**config.mk**
```make
export PLATFORM = sky130hd
export DESIGN_NAME = irq_pend_ctrl_flat
export DESIGN_NICKNAME = d
export VERILOG_FILES = /design/src/rtl/irq_pend_ctrl_if.sv /design/src/rtl/irq_pend_ctrl.sv /design/src/flat_wrapper.sv
export SDC_FILE = /design/constraint.sdc
export NUM_CORES = 1
export LEC_CHECK = 0
export ABC_AREA = 1
export CAP_MARGIN = 20
export CELL_PAD_IN_SITES_DETAIL_PLACEMENT = 1
export CELL_PAD_IN_SITES_GLOBAL_PLACEMENT = 1
export CORE_UTILIZATION = 34
export DETAILED_ROUTE_END_ITERATION = 7
export GPL_TIMING_DRIVEN = 0
export PLACE_DENSITY_LB_ADDON = 0.1
export SYNTH_ARGS = -nofsm -noshare
export SYNTH_HDL_FRONTEND = slang
export SYNTH_SLANG_ARGS = --single-unit
```
**constraint.sdc**
```tcl
create_clock -name clk -period 1.5 [get_ports clk]
set_input_delay 0.3 -clock clk [delete_from_list [all_inputs] [get_ports clk]]
set_output_delay 0.3 -clock clk [all_outputs]
set_load 0.02 [all_outputs]
```
**src/rtl/irq_pend_ctrl_if.sv**
```systemverilog
// irq_pend_ctrl_if
// Bundles the request, handshake and status signals of the interrupt
// pending stage.
//   master : the side that drives requests, mask, enable and ack
//            (the consumer/environment).
//   slave  : the irq_pend_ctrl block itself.
// Signals:
//   req[7:0]       request lines, a 0->1 transition is an event
//   mask[7:0]      per-line presentation enable
//   en             global enable for starting a new presentation
//   irq_valid      an index is being presented
//   irq_id[2:0]    presented index, meaningful while irq_valid=1
//   irq_ack        consumer accepts the presented index
//   pend[7:0]      current pending register
//   irq_lost[7:0]  one-cycle pulse: event on a line already pending
interface irq_pend_ctrl_if;
    logic [7:0] req;
    logic [7:0] mask;
    logic       en;
    logic       irq_valid;
    logic [2:0] irq_id;
    logic       irq_ack;
    logic [7:0] pend;
    logic [7:0] irq_lost;

    modport master (
        output req, mask, en, irq_ack,
        input  irq_valid, irq_id, pend, irq_lost
    );

    modport slave (
        input  req, mask, en, irq_ack,
        output irq_valid, irq_id, pend, irq_lost
    );
endinterface

```
**src/rtl/irq_pend_ctrl.sv**
```systemverilog
// irq_pend_ctrl
// Edge-detects eight request lines into a pending register and presents
// the highest-numbered unmasked pending line on a valid/ack handshake.
// Ports:
//   clk    rising-edge clock
//   rst_n  asynchronous active-low reset
//   bus    irq_pend_ctrl_if.slave (req, mask, en, irq_ack in;
//          irq_valid, irq_id, pend, irq_lost out)
//
// state   | meaning
// --------+-----------------------------------------------------------
// IDLE    | nothing presented; picks highest pend&mask when en=1
// PRESENT | irq_id held on irq_valid until irq_ack, no preemption
module irq_pend_ctrl (
    input  logic            clk,
    input  logic            rst_n,
    irq_pend_ctrl_if.slave  bus
);

    typedef enum logic {IDLE, PRESENT} state_t;

    state_t     state;
    logic       valid_q;
    logic [2:0] id_q;
    logic [7:0] req_q;
    logic [7:0] pend_q;
    logic [7:0] lost_q;

    logic [7:0] rise;
    logic [7:0] clr;
    logic [7:0] cand;
    logic [2:0] sel_id;

    assign rise = bus.req & ~req_q;
    assign cand = pend_q & bus.mask;

    // Bit being acknowledged this cycle; only a live presentation can clear.
    always_comb begin
        clr = '0;
        if (valid_q && bus.irq_ack)
            clr[id_q] = 1'b1;
    end

    // Highest set index wins: later iterations overwrite earlier ones.
    always_comb begin
        sel_id = '0;
        for (int i = 0; i < 8; i++)
            if (cand[i])
                sel_id = 3'(i);
    end

    // A rise on the bit being cleared re-arms it (new event, not lost).
    always_ff @(posedge clk or negedge rst_n) begin
        if (!rst_n) begin
            req_q  <= '0;
            pend_q <= '0;
            lost_q <= '0;
        end else begin
            req_q  <= bus.req;
            pend_q <= (pend_q & ~clr) | rise;
            lost_q <= rise & pend_q & ~clr;
        end
    end

    always_ff @(posedge clk or negedge rst_n) begin
        if (!rst_n) begin
            state   <= IDLE;
            valid_q <= 1'b0;
            id_q    <= '0;
        end else begin
            case (state)
                IDLE: begin
                    if (bus.en && (cand != 8'h00)) begin
                        id_q    <= sel_id;
                        valid_q <= 1'b1;
                        state   <= PRESENT;
                    end
                end
                PRESENT: begin
                    if (bus.irq_ack) begin
                        valid_q <= 1'b0;
                        state   <= IDLE;
                    end
                end
                default: begin
                    valid_q <= 1'b0;
                    state   <= IDLE;
                end
            endcase
        end
    end

    assign bus.irq_valid = valid_q;
    assign bus.irq_id    = id_q;
    assign bus.pend      = pend_q;
    assign bus.irq_lost  = lost_q;

endmodule

```
**src/flat_wrapper.sv**
```systemverilog
// flat-port wrapper written by rule: the top's interface ports become plain ports
module irq_pend_ctrl_flat 
  (clk, rst_n, bus_req, bus_mask, bus_en, bus_irq_ack, bus_irq_valid, bus_irq_id, bus_pend, bus_irq_lost);
  irq_pend_ctrl_if bus_i ();
  input  logic clk;
  input  logic rst_n;
  input wire logic [$bits(bus_i.req)-1:0] bus_req;
  input wire logic [$bits(bus_i.mask)-1:0] bus_mask;
  input wire logic [$bits(bus_i.en)-1:0] bus_en;
  input wire logic [$bits(bus_i.irq_ack)-1:0] bus_irq_ack;
  output wire logic [$bits(bus_i.irq_valid)-1:0] bus_irq_valid;
  output wire logic [$bits(bus_i.irq_id)-1:0] bus_irq_id;
  output wire logic [$bits(bus_i.pend)-1:0] bus_pend;
  output wire logic [$bits(bus_i.irq_lost)-1:0] bus_irq_lost;
  assign bus_i.req = bus_req;
  assign bus_i.mask = bus_mask;
  assign bus_i.en = bus_en;
  assign bus_i.irq_ack = bus_irq_ack;
  assign bus_irq_valid = bus_i.irq_valid;
  assign bus_irq_id = bus_i.irq_id;
  assign bus_pend = bus_i.pend;
  assign bus_irq_lost = bus_i.irq_lost;
  irq_pend_ctrl u_core (.clk(clk), .rst_n(rst_n), .bus(bus_i));
endmodule
```
# Yosys cells after proc, flatten, opt, wreduce, memory -nomap -nowiden
# Index checks and enable logic that the tools add are counted.
op_classes:
  n_addsub: 0
  mul: 0
  div: 0
  n_lt_le_gt_ge: 2
  n_eq_ne: 2
  shifts: 0
  muxes: 16
  bitwise_logic: 9
  reduce_logical: 6
ops:
  columns: ["operator", "n"]
  rows:
  - ["AND 8 bit", 5]
  - ["inverter 8 bit", 2]
  - ["2-to-1 mux 3 bit", 5]
  - ["2-to-1 mux 8 bit", 1]
  - ["bitwise OR 8 bit", 1]
  - ["nonzero test 8 bit", 1]
  - ["2-to-1 mux 1 bit", 6]
  - ["< comparator 3 x 4 -> 1 bit (second input constant)", 1]
  - ["case mux 1 bit (2 select lines)", 2]
  - ["AND reduction 2 bit", 2]
  - ["demux 1 bit (select 3 bit)", 1]
  - [">= comparator 3 x 1 -> 1 bit (second input constant)", 1]
  - ["logical AND 1 bit", 3]
  - ["2-to-1 mux 2 bit", 1]
  - ["inequality test 2 x 1 -> 1 bit (second input constant)", 1]
  - ["inequality test 2 bit (second input constant)", 1]
  - ["inverter 1 bit", 1]
totals:
  reg_bits: 29
  latch_bits: 0
  ramBits: 0
  rom_bits: 0
  output_inout_bits: 20
  word_cells: 41
  memories: 0

# Logic depth before layout (Yosys ltp)
# Gate-level depths: netlist of run 1.
depth:
  word_depth: 8
  depth_mapped: 7
  mapped_depth_nobuf: 7

# Least setup slack after synthesis of run 1
# Ideal clock, no wire load.
synth_path:
  path_type: "reg-to-reg"
  start: "reg u_core.pend_q[4], in the netlist u_core.bus.pend[4]"
  end: "reg u_core.id_q[0], in the netlist u_core.bus.irq_id[0]"
  arrival_time_ns: 0.993
  t_required_ns: 1.377
  path_slack_ns: 0.385
  stages_incl_launch_ff: 7
  n_path_buf: 0
  path_cell_list: "dfrtp_1 nand2_2 nand2_2 nor2_4 nand2_2 a21oi_1 a21oi_2"
synth_between:
  elab_chain_cells: 5
synth_lines:
  columns: ["item", "line", "text"]
  rows:
  - ["from (decl)", "irq_pend_ctrl.sv:26", "logic [7:0] pend_q;"]
  - ["from (signal assigned)", "irq_pend_ctrl.sv:60", "pend_q <= (pend_q & ~clr) | rise;"]
  - ["AND 8 bit (*)", "irq_pend_ctrl.sv:35", "assign cand = pend_q & bus.mask;"]
  - ["2-to-1 mux 3 bit (4 in a row)", "irq_pend_ctrl.sv:48", "if (cand[i])"]
  - ["to (signal assigned)", "irq_pend_ctrl.sv:74", "id_q <= sel_id;"]
  - ["to (decl)", "irq_pend_ctrl.sv:24", "logic [2:0] id_q;"]
# Every way passes the cells marked *; elsewhere a longest branch is shown, timed or not.
# A chain may end at the register's enable or synchronous reset.

# Worst setup path in the final report of run 1
layout_path:
  start: "reg u_core.id_q[0], in the netlist u_core.bus.irq_id[0]"
  end: "out bus_irq_id[0]"
layout_rtl:
  columns: ["item", "line", "text"]
  rows:
  - ["to (decl)", "flat_wrapper.sv:12", "output wire logic [$bits(bus_i.irq_id)-1:0] bus_irq_id;"]
# No word-level cell between the ends.

==> key figures, run 1 <==
Status
  • Status: finished, final reports clean

Global routing
  • All-Layer GR Usage: 0.186
  • Grt ovf: 0
  • Global-route wire length before repair: roughly 4.6 mm
  • Largest net degree at the start of global routing: 20
  • Vias in the first global route: just over 1000
  • Initial antenna violation count: 0

Synthesis
  • Synth Warn #: 0
  • Seq/Total Area, Yosys: 0.652
  • Synth Register Bits: 29
  • Post-Syn Nets: 130
  • Mean Syn Cell Area: 10.1 µm²
  • Syn Inst Count: 110
  • Mapped cell area: ~0.0011 mm²
  • Netlist cell types: 17

Timing
  • Setup WS post-layout: slightly below 0.07 ns
  • Slew margin rel.: 0.612
  • Worst-Margin Slew: ~0.58 ns
  • Worst clock skew: about 0.0058 ns
  • Final setup vio count: 0
  • Max Fclk: about 0.70 GHz
  • Final hold violation count: 0
  • Hold WS: about 0.34 ns
  • Fin crit period: between 1 and 1.5 ns
  • Pins Over Slew Limit: 0
  • Final period util: 0.955
  • RSZ-0062 raised after global routing: false

Detailed routing
  • Wire length per cell: about 14 µm
  • Total number of vias: around 940
  • Starting DRT DRC Count: 7
  • DRT Wirelength: 2.74 mm
  • Via density: 4.64
  • Antenna Nets Post-Route: 0
  • First-pass DRT Iterations: 4
  • Post-route DRC violation count: 0

Clock tree
  • Post-CTS Setup Bufs: 0
  • CTS tree: built
  • Clock Latency Late Sink: between 0.3 and 0.4 ns
  • CTS buffer count: 5
  • CTS Root Cell: clkbuf_4
  • H-tree lvl count: 2
  • Clock slew at reported path FFs: ~0.09 ns
  • Clk buf depth: 2
  • CTS resizes: 20
  • Cts hold-fix bufs: 0
  • Clock sinks: 29

Placement
  • Final Wtd Congestion: ~0.74
  • Post-Place Cells: 194
  • DP Worst Slack: -0.0389 ns
  • PortBufs: 39
  • Post-DP HPWL: 2.13 mm

Setup path
  • Launching point of the worst reg2reg path: u_core.bus.irq_id[1]
  • Worst Reg2Reg Path Length in Cells: 4
  • Reg2reg setup slack: 0.37 ns
  • Worst stage delay on the critical path: approximately 0.45 ns
  • Crit-path cells: dlygate4sd2_1
  • Worst path top cell family by delay: flip-flops
  • Worst path slowest cell: dfrtp_1
  • CP bufs+invs: 1
  • Crit end category: primary output
  • CP startpoint kind: flop
  • Required @ worst endpoint: about 1.2 ns
  • Arrival @ worst endpoint: between 1 and 1.5 ns
  • Worst r2r dst: u_core.bus.pend[4]
  • Worst setup startpoint: u_core.bus.irq_id[0]
  • Crit path to: bus_irq_id[0]
  • WP depth: 1
  • CP max FO: 6
  • Critical path type: flop to primary output

Die
  • Row cnt: 20
  • Die width: ~59 µm
  • Initial core utilization: 0.361
  • Die height: ~59 µm
  • # IOs: 40
  • Die area: roughly 0.0035 mm²
  • Core Region: between 0.003 and 0.004 mm²

Final layout
  • Most frequent cells in the layout: dfrtp_1, nand2_1, dlygate4sd2_1
  • Commonest non-fill, non-tap cell in the layout: dfrtp_1
  • Fillers: around 370
  • Share of cells above drive strength 1: 0.127
  • Post-layout nets: approximately 180
  • Core Util, Final: 0.535
  • Multi-input gate area: 338 µm²
  • Register area: between 700 and 800 µm²
  • Area grow syn2layout: 47.9%
  • Fin cells: around 200
  • Ant. Diodes: 0

Power
  • Max IR drop VDD: 710 µV
  • Pleak: between 0.7 and 0.8 nW
  • Total power: 2.22 mW
  • PwrDens: approximately 1300 mW/mm²

Flow run
  • MaxCap Viol Count: 0

Min path
  • Hold Crit Class: input port to async pin
state kept, by name (all words and copies together) (netlist names):
register	cells
u_core.bus.irq_valid	1
u_core.bus.irq_lost	8
u_core.bus.irq_id	3
u_core.req_q	8
u_core.bus.pend	8
u_core.state	1
worst min-delay path by stage:
stage,slack [ns],to,cells past startpoint,start
5_1_grt,0.37,u_core.state,1,rst_n
4_1_cts,0.35,u_core.state,1,rst_n
2_1_floorplan,0.004,u_core.bus.irq_id[0],0,rst_n
3_5_place_dp,0.43,u_core.bus.irq_lost[0],1,u_core.req_q[0]
6_report,0.34,u_core.bus.irq_id[2],1,rst_n
3_3_place_gp,0.41,u_core.bus.irq_lost[3],1,u_core.req_q[3]
layer usage:
metal	vias to the layer above	track usage	wire length [µm]
met2	23	0.311	1460
met1	456	0.218	1110
met3	8	0.0459	110
met5	-	0	0
met4	0	0.105	57
li1	451	-	-
cell usage after synthesis:
cell / number / area, µm²
a21oi_2: 1 / 8.76
nor2_2: 2 / 12.5
inv_2: 1 / 3.75
dfrtp_1: 29 / 726
nand2_1: 24 / 90.1
nand2_2: 6 / 37.5
nand3_1: 2 / 10.0
o21ai_0: 2 / 10.0
o21ai_1: 11 / 55.1
nand2_4: 1 / 11.3
inv_1: 12 / 45.0
nor2_1: 4 / 15.0
nor2_4: 1 / 11.3
nor3_1: 8 / 40.0
a31oi_1: 1 / 6.26
a21oi_1: 3 / 15.0
o31ai_1: 2 / 15.0
power by group:
group	switching, mW	internal (mW)	leakage (nW)	total (mW)
clock network	0.262	0.398	0.0455	0.660
registers	0.101	0.889	0.329	0.989
logic	0.344	0.227	0.402	0.571
layout make-up:
cell class | count | area share
Clock buffer | 7 | 0.0335
Timing Repair Buffer | 40 | 0.239
Tap cell | 44 | 0.0335
Multi-Input combinational cell | 68 | 0.205
Sequential cell | 29 | 0.441
Clock inverter | 1 | 0.0183
Inverter | 13 | 0.0297
per-stage QoR:
stage	setup TNS [ns]	instance area [µm²]
2_1_floorplan	0	1110
3_3_place_gp	-8.97	1560
3_5_place_dp	-0.0397	1590
4_1_cts	0	1650
5_1_grt	0	1650
6_report	0	1650
logic make-up (layout without fill, tap and decap cells):
| family | after synthesis | in the layout | share of synthesized area |
|---|---|---|---|
| buffers and inverters | 13 | 61 | 0.0439 |
| and+or+nand+nor | 48 | 48 | 0.205 |
| AOI/OAI and AO/OA | 20 | 20 | 0.0990 |
| DFF | 29 | 29 | 0.652 |
Power figures use the tool's default switching activity.
==> run 2, diff against run 1 <==
CORE_ASPECT_RATIO = 0.9   (was unset)
CORE_MARGIN = 2   (was unset)
==> key figures, run 2 (same netlist as run 1, synthesis figures left out) <==
Die
  • # IOs: 40
  • Die height: 58.3 µm
  • Die width: about 64 µm
  • Row cnt: 19
  • Die area: ~0.0037 mm²
  • Initial core utilization: 0.360
  • Core Region: 0.00309 mm²

Detailed routing
  • Antenna Nets Post-Route: 0
  • DRT Wirelength: around 2.5 mm
  • First-pass DRT Iterations: 3
  • Starting DRT DRC Count: 19
  • Wire length per cell: around 13 µm
  • Total number of vias: 931
  • Via density: 4.66
  • Post-route DRC violation count: 0

Final layout
  • Share of cells above drive strength 1: 0.114
  • Most frequent cells in the layout: dfrtp_1, nand2_1, clkdlybuf4s50_1, dlygate4sd2_1, inv_1
  • Area grow syn2layout: 44.5%
  • Commonest non-fill, non-tap cell in the layout: dfrtp_1
  • Post-layout nets: between 150 and 200
  • Fillers: 356
  • Register area: roughly 730 µm²
  • Multi-input gate area: around 340 µm²
  • Ant. Diodes: 0

Setup path
  • Crit-path cells: dlygate4sd2_1
  • Required @ worst endpoint: around 1.2 ns
  • CP startpoint kind: flop
  • Worst stage delay on the critical path: between 0.4 and 0.5 ns
  • Worst path top cell family by delay: flip-flops
  • CP max FO: 6
  • Arrival @ worst endpoint: 1.11 ns
  • Worst path slowest cell: dfrtp_1
  • Critical path type: flop to primary output
  • Crit end category: primary output
  • CP bufs+invs: 1

Clock tree
  • CTS buffer count: 5
  • CTS Root Cell: clkbuf_4
  • Clock slew at reported path FFs: roughly 0.08 ns
  • H-tree lvl count: 2
  • Clock Latency Late Sink: around 0.31 ns
  • Clk buf depth: 2
  • CTS tree: built
  • Clock sinks: 29
  • Post-CTS Setup Bufs: 0

Power
  • Max IR drop VDD: around 750 µV
  • Pleak: roughly 0.76 nW
  • PwrDens: roughly 1200 mW/mm²

Placement
  • Post-DP HPWL: 2.04 mm
  • DP Worst Slack: -0.0467 ns
  • Final Wtd Congestion: 0.773
  • PortBufs: 39

Timing
  • RSZ-0062 raised after global routing: false
  • Worst-Margin Slew: approximately 0.63 ns
  • Final hold violation count: 0
  • Worst clock skew: between 0.004 and 0.005 ns
  • Setup WS post-layout: between 0.08 and 0.09 ns
  • Pins Over Slew Limit: 0
  • Final period util: 0.943
  • Final setup vio count: 0
  • Slew margin rel.: 0.579
  • Hold WS: approximately 0.37 ns
  • Max Fclk: between 0.7 and 0.8 GHz
  • Fin crit period: 1.41 ns

Global routing
  • Grt ovf: 0
  • All-Layer GR Usage: 0.168
  • Initial antenna violation count: 0
  • Vias in the first global route: about 1000
  • Global-route wire length before repair: ~4.7 mm
  • Largest net degree at the start of global routing: 19

Min path
  • Hold Crit Class: input port to async pin

Flow run
  • MaxCap Viol Count: 0

Status
  • Status: finished, final reports clean
## run 2: changes by cell type in the layout (fill, tap and decap cells not counted), sizes merged
cell / before / now
bufinv: 1 / 0
clkbuf: 7 / 8
clkdlybuf4s15: 0 / 1
dlygate4sd2: 20 / 19
## run 2: timing repair
action / in CTS / in global routing
cloned: 0 / 0
hold buffers: 0 / 0
setup endpoints to repair: 20 / 1
resized for setup: 20 / 1
## run 2: per-stage QoR
step,cell area [µm²],util,power (mW),cells,setup TNS (ns)
6_report,1610,0.520,1.98,200,0
5_1_grt,1610,0.520,2.14,200,0
4_1_cts,1610,0.520,2.00,200,0
3_5_place_dp,1580,0.512,1.65,192,-0.0848
3_3_place_gp,1560,0.503,1.62,191,-9.08
2_1_floorplan,1110,-,1.30,110,0
## run 2: where the power goes
part / internal, mW / switching, mW / leakage [nW]
Combinational: 0.229 / 0.340 / 0.402
Sequential: 0.889 / 0.0971 / 0.329
Clock: 0.186 / 0.235 / 0.0265
## run 2: path summary, 6_finish.rpt
| path | endpoint | start | cells past startpoint | slack [ns] |
|---|---|---|---|---|
| worst max register to register | u_core.bus.pend[6] | u_core.bus.irq_id[2] | 3 | 0.32 |
| max in group asynchronous | u_core.bus.pend[2] | rst_n | 2 | 0.62 |
| worst min register to register | u_core.bus.irq_lost[2] | u_core.req_q[2] | 1 | 0.43 |
| min in group clk | u_core.bus.irq_lost[2] | u_core.req_q[2] | 1 | 0.43 |
| worst max-delay path | bus_irq_id[0] | u_core.bus.irq_id[0] | 1 | 0.09 |
| worst min-delay path | u_core.bus.irq_id[0] | rst_n | 1 | 0.37 |
## run 2: layer usage
| layer | wire length, µm | track usage |
|---|---|---|
| met1 | 1130 | 0.213 |
| met2 | 1230 | 0.265 |
| met3 | 167 | 0.0796 |
| met4 | 7 | 0.0365 |
| met5 | 0 | 0 |
## run 2: layout make-up
class / instances / share of cell area
clock buffer: 8 / 0.0304
inverter: 13 / 0.0304
multi-input combinational: 68 / 0.210
sequential: 29 / 0.451
timing repair buffer: 40 / 0.245
tap: 42 / 0.0327
